## src/rtl/uart_seq_pkg.sv

```systemverilog
// Shared types and helpers for the UART multi-byte sequence detector.
package uart_seq_pkg;

  localparam int BYTE_W = 8;

  typedef enum logic [1:0] {
    IDLE,
    FILL,
    ARMED
  } seq_state_e;

  typedef enum logic [1:0] {
    RX_IDLE,
    RX_START,
    RX_DATA,
    RX_STOP
  } rx_state_e;

  function automatic int fill_w(input int seq_len);
    return $clog2(seq_len + 1);
  endfunction

endpackage

```

## src/rtl/uart_seq_detect_rx.sv

```systemverilog
// uart_rx: 8N1 receiver, mid-bit sampling, one-cycle valid pulse.
// CLKS_PER_BIT must be at least 2.
module uart_rx
  import uart_seq_pkg::*;
#(
  parameter int CLKS_PER_BIT = 868
) (
  input  logic       clk,
  input  logic       rst,
  input  logic       din,
  output logic [7:0] data,
  output logic       valid
);

  localparam int CW = $clog2(CLKS_PER_BIT + 1);
  localparam logic [CW-1:0] BIT_END = CW'(CLKS_PER_BIT - 1);
  localparam logic [CW-1:0] HALF_END = CW'(CLKS_PER_BIT / 2 - 1);

  logic          s1;
  logic          s2;
  logic [CW-1:0] cnt;
  logic [2:0]    idx;
  logic [7:0]    shreg;
  rx_state_e     st;

  always_ff @(posedge clk or posedge rst) begin
    if (rst) begin
      s1    <= 1'b1;
      s2    <= 1'b1;
      st    <= RX_IDLE;
      cnt   <= '0;
      idx   <= '0;
      shreg <= '0;
      data  <= '0;
      valid <= 1'b0;
    end else begin
      s1    <= din;
      s2    <= s1;
      valid <= 1'b0;
      unique case (st)
        RX_IDLE: begin
          if (!s2) begin
            st  <= RX_START;
            cnt <= '0;
          end
        end
        RX_START: begin
          // re-check the start bit at its midpoint to reject glitches
          if (cnt == HALF_END) begin
            cnt <= '0;
            idx <= '0;
            st  <= s2 ? RX_IDLE : RX_DATA;
          end else begin
            cnt <= cnt + CW'(1);
          end
        end
        RX_DATA: begin
          if (cnt == BIT_END) begin
            cnt   <= '0;
            shreg <= {s2, shreg[7:1]};
            if (idx == 3'd7) st <= RX_STOP;
            else idx <= idx + 3'd1;
          end else begin
            cnt <= cnt + CW'(1);
          end
        end
        RX_STOP: begin
          if (cnt == BIT_END) begin
            cnt   <= '0;
            st    <= RX_IDLE;
            valid <= s2;
            data  <= shreg;
          end else begin
            cnt <= cnt + CW'(1);
          end
        end
        default: st <= RX_IDLE;
      endcase
    end
  end

endmodule

```

## src/rtl/uart_seq_detect.sv

```systemverilog
// Sliding-window multi-byte pattern detector behind uart_rx.
// Define UART_SEQ_MASK_EN to add the per-bit compare mask port.
module uart_seq_detect
  import uart_seq_pkg::*;
#(
  parameter int SEQ_LEN      = 4,
  parameter int GAP_CYCLES   = 1000000,
  parameter int CNT_W        = 16,
  parameter int CLKS_PER_BIT = 868
) (
  input  logic                          clk,
  input  logic                          rst,
  input  logic                          din,
  input  logic                          en,
  input  logic [BYTE_W*SEQ_LEN-1:0]     pattern,
`ifdef UART_SEQ_MASK_EN
  input  logic [BYTE_W*SEQ_LEN-1:0]     mask,
`endif
  input  logic                          clr_count,
  output logic                          match,
  output logic                          byte_strobe,
  output logic [BYTE_W-1:0]             last_byte,
  output logic [fill_w(SEQ_LEN)-1:0]    fill_level,
  output logic [CNT_W-1:0]              match_count
);

  localparam int FW = fill_w(SEQ_LEN);
  localparam int WIN_W = BYTE_W * SEQ_LEN;
  localparam int GW = (GAP_CYCLES > 1) ? $clog2(GAP_CYCLES) : 1;
  localparam int GAP_LAST_I = (GAP_CYCLES > 0) ? GAP_CYCLES - 1 : 0;
  localparam logic [GW-1:0] GAP_LAST = GW'(GAP_LAST_I);
  localparam logic [FW-1:0] FULL = FW'(SEQ_LEN);

  logic [BYTE_W-1:0] rx_data;
  logic              rx_valid;
  logic [WIN_W-1:0]  window;
  logic [WIN_W-1:0]  win_next;
  logic [WIN_W-1:0]  cmp_mask;
  logic [FW-1:0]     fill_next;
  logic [GW-1:0]     gap_cnt;
  logic              hit;
  logic              full_next;
  seq_state_e        state;

  uart_rx #(
    .CLKS_PER_BIT(CLKS_PER_BIT)
  ) u_rx (
    .clk  (clk),
    .rst  (rst),
    .din  (din),
    .data (rx_data),
    .valid(rx_valid)
  );

`ifdef UART_SEQ_MASK_EN
  assign cmp_mask = mask;
`else
  assign cmp_mask = '1;
`endif

  // oldest byte sits in slot 0, newest enters the top slot
  if (SEQ_LEN == 1) begin : g_one
    assign win_next = rx_data;
  end else begin : g_multi
    assign win_next = {rx_data, window[WIN_W-1:BYTE_W]};
  end

  assign fill_next = (fill_level == FULL) ? FULL : fill_level + FW'(1);
  assign full_next = (fill_next == FULL);
  assign hit = (((win_next ^ pattern) & cmp_mask) == '0);

  always_ff @(posedge clk or posedge rst) begin
    if (rst) begin
      state       <= IDLE;
      window      <= '0;
      gap_cnt     <= '0;
      fill_level  <= '0;
      last_byte   <= '0;
      match       <= 1'b0;
      byte_strobe <= 1'b0;
      match_count <= '0;
    end else begin
      match       <= 1'b0;
      byte_strobe <= 1'b0;
      if (!en) begin
        state      <= IDLE;
        fill_level <= '0;
        gap_cnt    <= '0;
      end else if (rx_valid) begin
        window      <= win_next;
        last_byte   <= rx_data;
        byte_strobe <= 1'b1;
        fill_level  <= fill_next;
        gap_cnt     <= '0;
        state       <= full_next ? ARMED : FILL;
        match       <= full_next && hit;
      end else if (state != IDLE && GAP_CYCLES != 0) begin
        if (gap_cnt == GAP_LAST) begin
          state      <= IDLE;
          fill_level <= '0;
          gap_cnt    <= '0;
        end else begin
          gap_cnt <= gap_cnt + GW'(1);
        end
      end

      // clear wins over a coincident match
      if (clr_count) begin
        match_count <= '0;
      end else if (match && match_count != '1) begin
        match_count <= match_count + CNT_W'(1);
      end
    end
  end

endmodule
```

## config.mk

```make
export PLATFORM = sky130hd
export DESIGN_NAME = uart_seq_detect
export DESIGN_NICKNAME = d
export VERILOG_FILES = /design/src/rtl/uart_seq_pkg.sv /design/src/rtl/uart_seq_detect_rx.sv /design/src/rtl/uart_seq_detect.sv
export SDC_FILE = /design/constraint.sdc
export NUM_CORES = 1
export LEC_CHECK = 0
export CAP_MARGIN = 20
export CORE_ASPECT_RATIO = 0.7
export CORE_MARGIN = 1.5
export CORE_UTILIZATION = 25
export CTS_BUF_LIST = sky130_fd_sc_hd__clkbuf_16
export DETAILED_ROUTE_END_ITERATION = 6
export GPL_TIMING_DRIVEN = 1
export PLACE_DENSITY = 0.56
export SYNTH_ARGS = -nofsm -noshare
export SYNTH_HDL_FRONTEND = slang
export SYNTH_HIERARCHICAL = 1
export SYNTH_SLANG_ARGS = --single-unit
export TNS_END_PERCENT = 100
```

## constraint.sdc

```tcl
create_clock -name clk -period 2.34 [get_ports clk]
set_input_delay 0.702 -clock clk [delete_from_list [all_inputs] [get_ports clk]]
set_output_delay 0.702 -clock clk [all_outputs]
set_load 0.005 [all_outputs]
```

==> metrics.md, run 1 <==
| Metric | Value |
|---|---|
| IO Port Bufs | 65 |
| Root buffer cell | clkbuf_16 |
| Hold-fix buffers, CTS | 0 |
| Period utilization | between 90% and 100% |
| Fin Setup TNS | 0 ns |
| Num CTS Buffers | 9 |
| Core box area | ~0.021 mm^2 |
| Final Net Count | between 600 and 700 |
| Synth-to-layout area growth | 25.6% |
| Wire length on met3 | ~500 um |
| GRT Total Usage | between 10 and 15% |
| WP data arrival | 2.46 ns |
| Hold Fails Final Rpt | 0 |
| Main synth FF type | dfrtp_1 |
| Post-detail-place hpwl | 9560 um |
| Worst setup margin | 0.150 ns |
| PD cells | 519 mW/mm^2 |
| Clock Tree Buf Depth | 2 |
| Critical path cell sequence | clkdlybuf4s50_1, nor4b_2, or3b_4, or4_1, a21oi_1 |
| Sequential-to-total area share from yosys stat | a little under half |
| Vias per inst | 4.65 |
| Initial antenna violation count | 0 |
| Maxcap violations | 0 |
| Global-route wire length before repair | 22,100 um |
| Sw frac | 24.9% |
| Syn Inst Count | between 500 and 600 |
| CP bufs+invs | 1 |
| Cell variety after synth | 64 |
| Top Metal Used | met4 |
| Initial drt markers | 326 |
| Synth Warn # | 6 |
| IO Count | 66 |
| CP peak stage delay | 0.49 ns |
| Overflow after GRT | 0 |
| Hold Path Class | register to register |
| WL/cell | approximately 15 um |
| TritonRoute pass-1 iters | 4 |
| Die ar. | 0.0222 mm^2 |
| Comb power frac | ~5% |
| Initial Util | between 20% and 30% |
| Worst Skew | 0.0171 ns |
| Crit Path Category | input pin to register |
| Die Height | 125 um |
| Dpl ws | -0.325 ns |
| Largest net degree at the start of global routing | 68 |
| Fillers | 2,170 |
| Via Count | about 4.2k |
| DRT antenna net count | 0 |
| Minimum clock period | 2.19 ns |
| N_diodes | 0 |
| Setup crit start kind | input pin |
| Post-layout util | between 30 and 40% |
| Crit Path Max Fanout | 13 |
| Vias in the first global route | 4,031 |
| Synth area leader | dfrtp_1 |
| CTS tree | built |
| Post-synth EDFFs | 0 |
| Post-Synthesis Cell Area | 0.00532 mm^2 |
| Leakage Power | 2.76 nW |
| Setup-failing EPs final | 0 |
| Async SR Flop Fraction | 100% |
| Worst-Skew Late Latency | 0.36 ns |
| Rel. slew slack | 52.5% |
| Reg clk slew, reported paths | 0.09 ns |
| Post-synth top area share | a little under half |
| Status | completed |
| Share of layout cells above drive strength 1 | around 14% |
| Clock power frac | approximately 45% |
| Ranking of synthesized cells by area | dfrtp_1 (47%), nand2_1 (7.8%), xnor2_1 (5.3%), mux2_2 (3.8%), a21oi_1 (2.4%) |
| Net Switching | 0.863 mW |
| Final GP Congestion | 0.794 |
| RSZ-0062 raised after global routing | false |
| Clk sinks | 101 |
| Met1 Wirelength | approximately 7000 um |
| H-tree depth | 3 |
| CP delay by family, top | simple AND/OR/NAND/NOR gates |
| Sequential fraction of design power | 50.4% |
| Most frequent cells in the layout | nand2_1 (111), dfrtp_1 (99), clkdlybuf4s50_1 (65) |
| Detailed Route WL | 13,000 um |
| VDD IR max | 0.330 mV |
| Met2 wire length | 5350 um |
| DRC Markers | 0 |
| Post-Syn Nets | 587 |
| Critical Path RT | 2.61 ns |
| Die span in x | ~180 um |
| Hold WS | 0.359 ns |
| Fin cells | about 900 |
| Internal power | 2.60 mW |
| Max Freq | 0.457 GHz |
| Yosys reg bits | 101 |
| Inst Count DP | 881 |
| Syn avg cell area | slightly below 10 um^2 |
| Slew Viols, Final | 0 |
| Crit end category | register |
| Worst Tran Pin Value | 0.705 ns |
| CP max stage cell | or4_1 |
| Cell Rows | between 40 and 50 |
| Most common cell after layout, fill and taps aside | nand2_1 |
Yosys cell counts, drive strengths merged, types with 6 or more instances:
cell    count
inv        16
buf        17
nor2       16
nand4      20
o21ai      23
ha          8
or4        13
nand2     111
dfrtp      99
clkbuf      7
and4        6
mux2       19
or3         9
o211ai      9
xnor2      32
o31ai      17
and3        6
a21oi      26
nand3      19
state kept, by name (all words and copies together) (netlist names), named ones only:
signal       count
state            2
u_rx/st          1
match_count     16
fill_level       3
u_rx/s1          1
u_rx/cnt        10
u_rx/shreg       8
window          16
gap_cnt         20
last_byte        8
u_rx/s2          1
u_rx/data        8
byte_strobe      1
u_rx/idx         3
match            1
u_rx/valid       1
final cells by class:
type / instances / area (um^2) / area share [%]
inverters: 16 / 63.8 / 0.955
clock inverters: 7 / 91.3 / 1.37
clock buffers: 9 / 225 / 3.37
multi-input cells: 401 / 2580 / 38.7
repair buffers: 87 / 841 / 12.6
flip-flops and latches: 101 / 2530 / 37.9
well taps: 276 / 345 / 5.17
power groups by stage:
stage / clock, mW / sequential, mW / combinational (mW)
final: 1.54 / 1.75 / 0.173
after global routing: 1.66 / 1.75 / 0.193
after CTS: 1.60 / 1.75 / 0.179
after detailed placement: 0 / 1.78 / 0.179
after global placement: 0 / 1.78 / 0.177
after floorplan: 0 / 1.78 / 0.0672
worst register-to-register path: cells and delay by family (launching register included):
family	cells	cell delay, ns
buffers and inverters	1	0.22
and+or+nand+nor	2	0.62
AOI/OAI and AO/OA	2	0.67
DFF	1	0.43
layer usage:
layer  vias to the layer above  GRT usage, %
met5                         -             0
met4                         0          3.41
met3                         9          2.74
met2                        89          17.5
met1                      1987          19.4
li1                       2085             -
path summary, 6_finish.rpt:
check / startpoint / endpoint / slack [ns] / cells after the start
min in group asynchronous: rst / u_rx/cnt[6]$_DFFE_PP0P_ / 0.79 / 3
hold / removal: u_rx/s1$_DFF_PP1_ / u_rx/s2$_DFF_PP1_ / 0.36 / 0
setup / recovery: en / gap_cnt[14]$_DFFE_PP0P_ / 0.15 / 5
setup reg to reg: gap_cnt[14]$_DFFE_PP0P_ / gap_cnt[0]$_DFFE_PP0P_ / 0.28 / 5
hold reg to reg: u_rx/s1$_DFF_PP1_ / u_rx/s2$_DFF_PP1_ / 0.36 / 0
max in group asynchronous: rst / gap_cnt[10]$_DFFE_PP0P_ / 1.19 / 3
kinds of logic (layout without fill, tap and decap cells):
logic type / count (synthesis) / after routing / synth area share, %
XOR/XNOR: 37 / 37 / 6.09
AND/OR/NAND/NOR: 237 / 237 / 23.5
AO/OA/AOI/OAI: 97 / 97 / 12.4
multiplexers: 22 / 22 / 4.66
flip-flops: 101 / 101 / 47.6
adder cells (fa/ha/maj): 8 / 8 / 1.88
buffers and inverters: 40 / 119 / 3.91
timing repair:
action	4_1_cts	5_1_grt
setup endpoints to repair	0	7
setup buffers	0	0
resized for setup	0	1
metrics by stage:
step	cell area (um^2)	total power, mW
floorplan	5320	1.85
global placement	6360	1.96
detailed placement	6360	1.96
CTS	6680	3.53
global route	6680	3.60
finish	6680	3.47
Note: power is estimated with default switching activity, not from simulation.
==> inputs of run 2 (changes only) <==
Settings changed: RECOVER_POWER set to 50, SETUP_SLACK_MARGIN set to 0.05.
==> metrics.md, run 2 (synthesis gave the netlist of run 1 again) <==
| Metric | Value |
|---|---|
| Period utilization | 93.1% |
| Clock Tree Buf Depth | 2 |
| Critical R2R Capture | gap_cnt[0]$_DFFE_PP0P_ |
| TritonRoute pass-1 iters | 5 |
| Worst Skew | 0.0174 ns |
| RR Startpoint | gap_cnt[14]$_DFFE_PP0P_ |
| Worst-Skew Late Latency | 0.36 ns |
| Initial Util | between 20% and 30% |
| Reg clk slew, reported paths | 0.09 ns |
| Root buffer cell | clkbuf_16 |
| Worst Reg-to-Reg Cells | 5 |
| IO Count | 66 |
| Dpl ws | -0.325 ns |
| CP max stage cell | or4_1 |
| Crit Path Category | input pin to register |
| Die span in x | ~180 um |
| Vias in the first global route | 4,031 |
| Detailed Route WL | 13,000 um |
| Die Height | approximately 130 um |
| CTS tree | built |
| Worst Tran Pin Value | 0.978 ns |
| Leakage Power | around 2.7 nW |
| WP data arrival | 2.45 ns |
| Most frequent cells in the layout | nand2_1 (111), dfrtp_1 (99), clkdlybuf4s50_1 (62) |
| Synth-to-layout area growth | 24.6% |
| Initial drt markers | just over 300 |
| Hold Path Class | register to register |
| Reg with most FFs | gap_cnt |
| Flop2flop setup slack | 0.28 ns |
| VDD IR max | 0.330 mV |
| Rel. slew slack | between 30% and 40% |
| RSZ-0062 raised after global routing | false |
| Hold Fails Final Rpt | 0 |
| Top Registers | gap_cnt: 20 flops, match_count: 16 flops, window: 16 flops |
| Initial antenna violation count | 0 |
| Worst hold path depth | 0 |
| Critical Path RT | 2.61 ns |
| WL/cell | 14.5 um |
| Slew Viols, Final | 0 |
| Fillers | 2,178 |
| Worst setup margin | roughly 0.16 ns |
| Fin Setup TNS | 0 ns |
| DRT antenna net count | 0 |
| Share of layout cells above drive strength 1 | ~13% |
| Maxcap violations | 0 |
| Hold path startpoint | u_rx/s1$_DFF_PP1_ |
| Num CTS Buffers | 9 |
| DRC Markers | 0 |
| Inst Count DP | 881 |
| N_diodes | 0 |
| GRT Total Usage | 12.6% |
| Crit Path Max Fanout | 13 |
| Overall Power | 3.46 mW |
| Largest register FFs | 20 |
| Setup crit start kind | input pin |
| Final GP Congestion | 0.794 |
| Clk sinks | 101 |
| IO Port Bufs | 65 |
| Fin cells | 897 |
| WHS Endpoint | u_rx/s2$_DFF_PP1_ |
| Minimum clock period | 2.18 ns |
| Overflow after GRT | 0 |
| Post-detail-place hpwl | 9560 um |
| Max Freq | approximately 0.46 GHz |
| Most common cell after layout, fill and taps aside | nand2_1 |
| Critical path cell sequence | clkdlybuf4s50_1, nor4b_2, or3b_4, or4_1, a21oi_1 |
| Setup Fix Bufs, Post-CTS | 0 |
| Final Net Count | 661 |
| Core box area | 0.0208 mm^2 |
| Die ar. | 0.0222 mm^2 |
| Status | completed |
| H-tree depth | 3 |
| Vias per inst | roughly 4.7 |
| Crit end category | register |
| PD cells | 522 mW/mm^2 |
| Cell Rows | 44 |
| Largest net degree at the start of global routing | 68 |
| Global-route wire length before repair | 22,100 um |
| CP peak stage delay | 0.49 ns |
| Setup-failing EPs final | 0 |
| Via Count | 4,173 |
## run 2: layout make-up
class | count | area [um^2] | share of cell area [%]
tap | 276 | 345 | 5.21
multi-input combinational | 401 | 2560 | 38.7
timing repair buffer | 87 | 806 | 12.2
sequential | 101 | 2530 | 38.2
inverter | 16 | 63.8 | 0.963
clock inverter | 7 | 91.3 | 1.38
clock buffer | 9 | 225 | 3.40
## run 2: through the flow
stage | cell area, um^2 | hold WS, ns | util (%)
finish | 6630 | 0.359 | 31.8
global route | 6630 | 0.366 | 31.8
CTS | 6680 | 0.361 | 32.1
detailed placement | 6360 | 0.347 | 30.6
global placement | 6360 | 0.346 | 30.6
floorplan | 5320 | 0.345 | -
## run 2: layer usage
metal	up-vias	track usage, %	wire length [um]
met4	0	3.41	125
li1	2086	-	-
met5	-	0	0
met2	95	17.5	5360
met3	9	2.74	522
met1	1983	19.4	6990
## run 2: how the worst max path moves through the flow
stage,start,end,depth (start not counted)
final,en,gap_cnt[14]$_DFFE_PP0P_,5
after global routing,en,window[17]$_DFFE_PP0P_,7
after CTS,en,gap_cnt[14]$_DFFE_PP0P_,5
after global placement,en,gap_cnt[14]$_DFFE_PP0P_,5
after detailed placement,en,gap_cnt[14]$_DFFE_PP0P_,5
after floorplan,en,gap_cnt[13]$_DFFE_PP0P_,6
## run 2: repair_timing
item	in CTS	in global routing
hold buffers	0	0
resized for setup	1	1
cloned	0	0
setup endpoints to repair	1	1
## run 2: report_power, final
part	internal (mW)	total, mW	switching, mW
combinational	0.0819	0.165	0.0829
clock	0.767	1.54	0.778
sequential	1.75	1.75	0.00112
## run 2: worst max-delay path, delay by kind of cell
family          cells  cell delay, ns
compound gates      1            0.16
buf+inv             1            0.44
simple gates        3            1.16
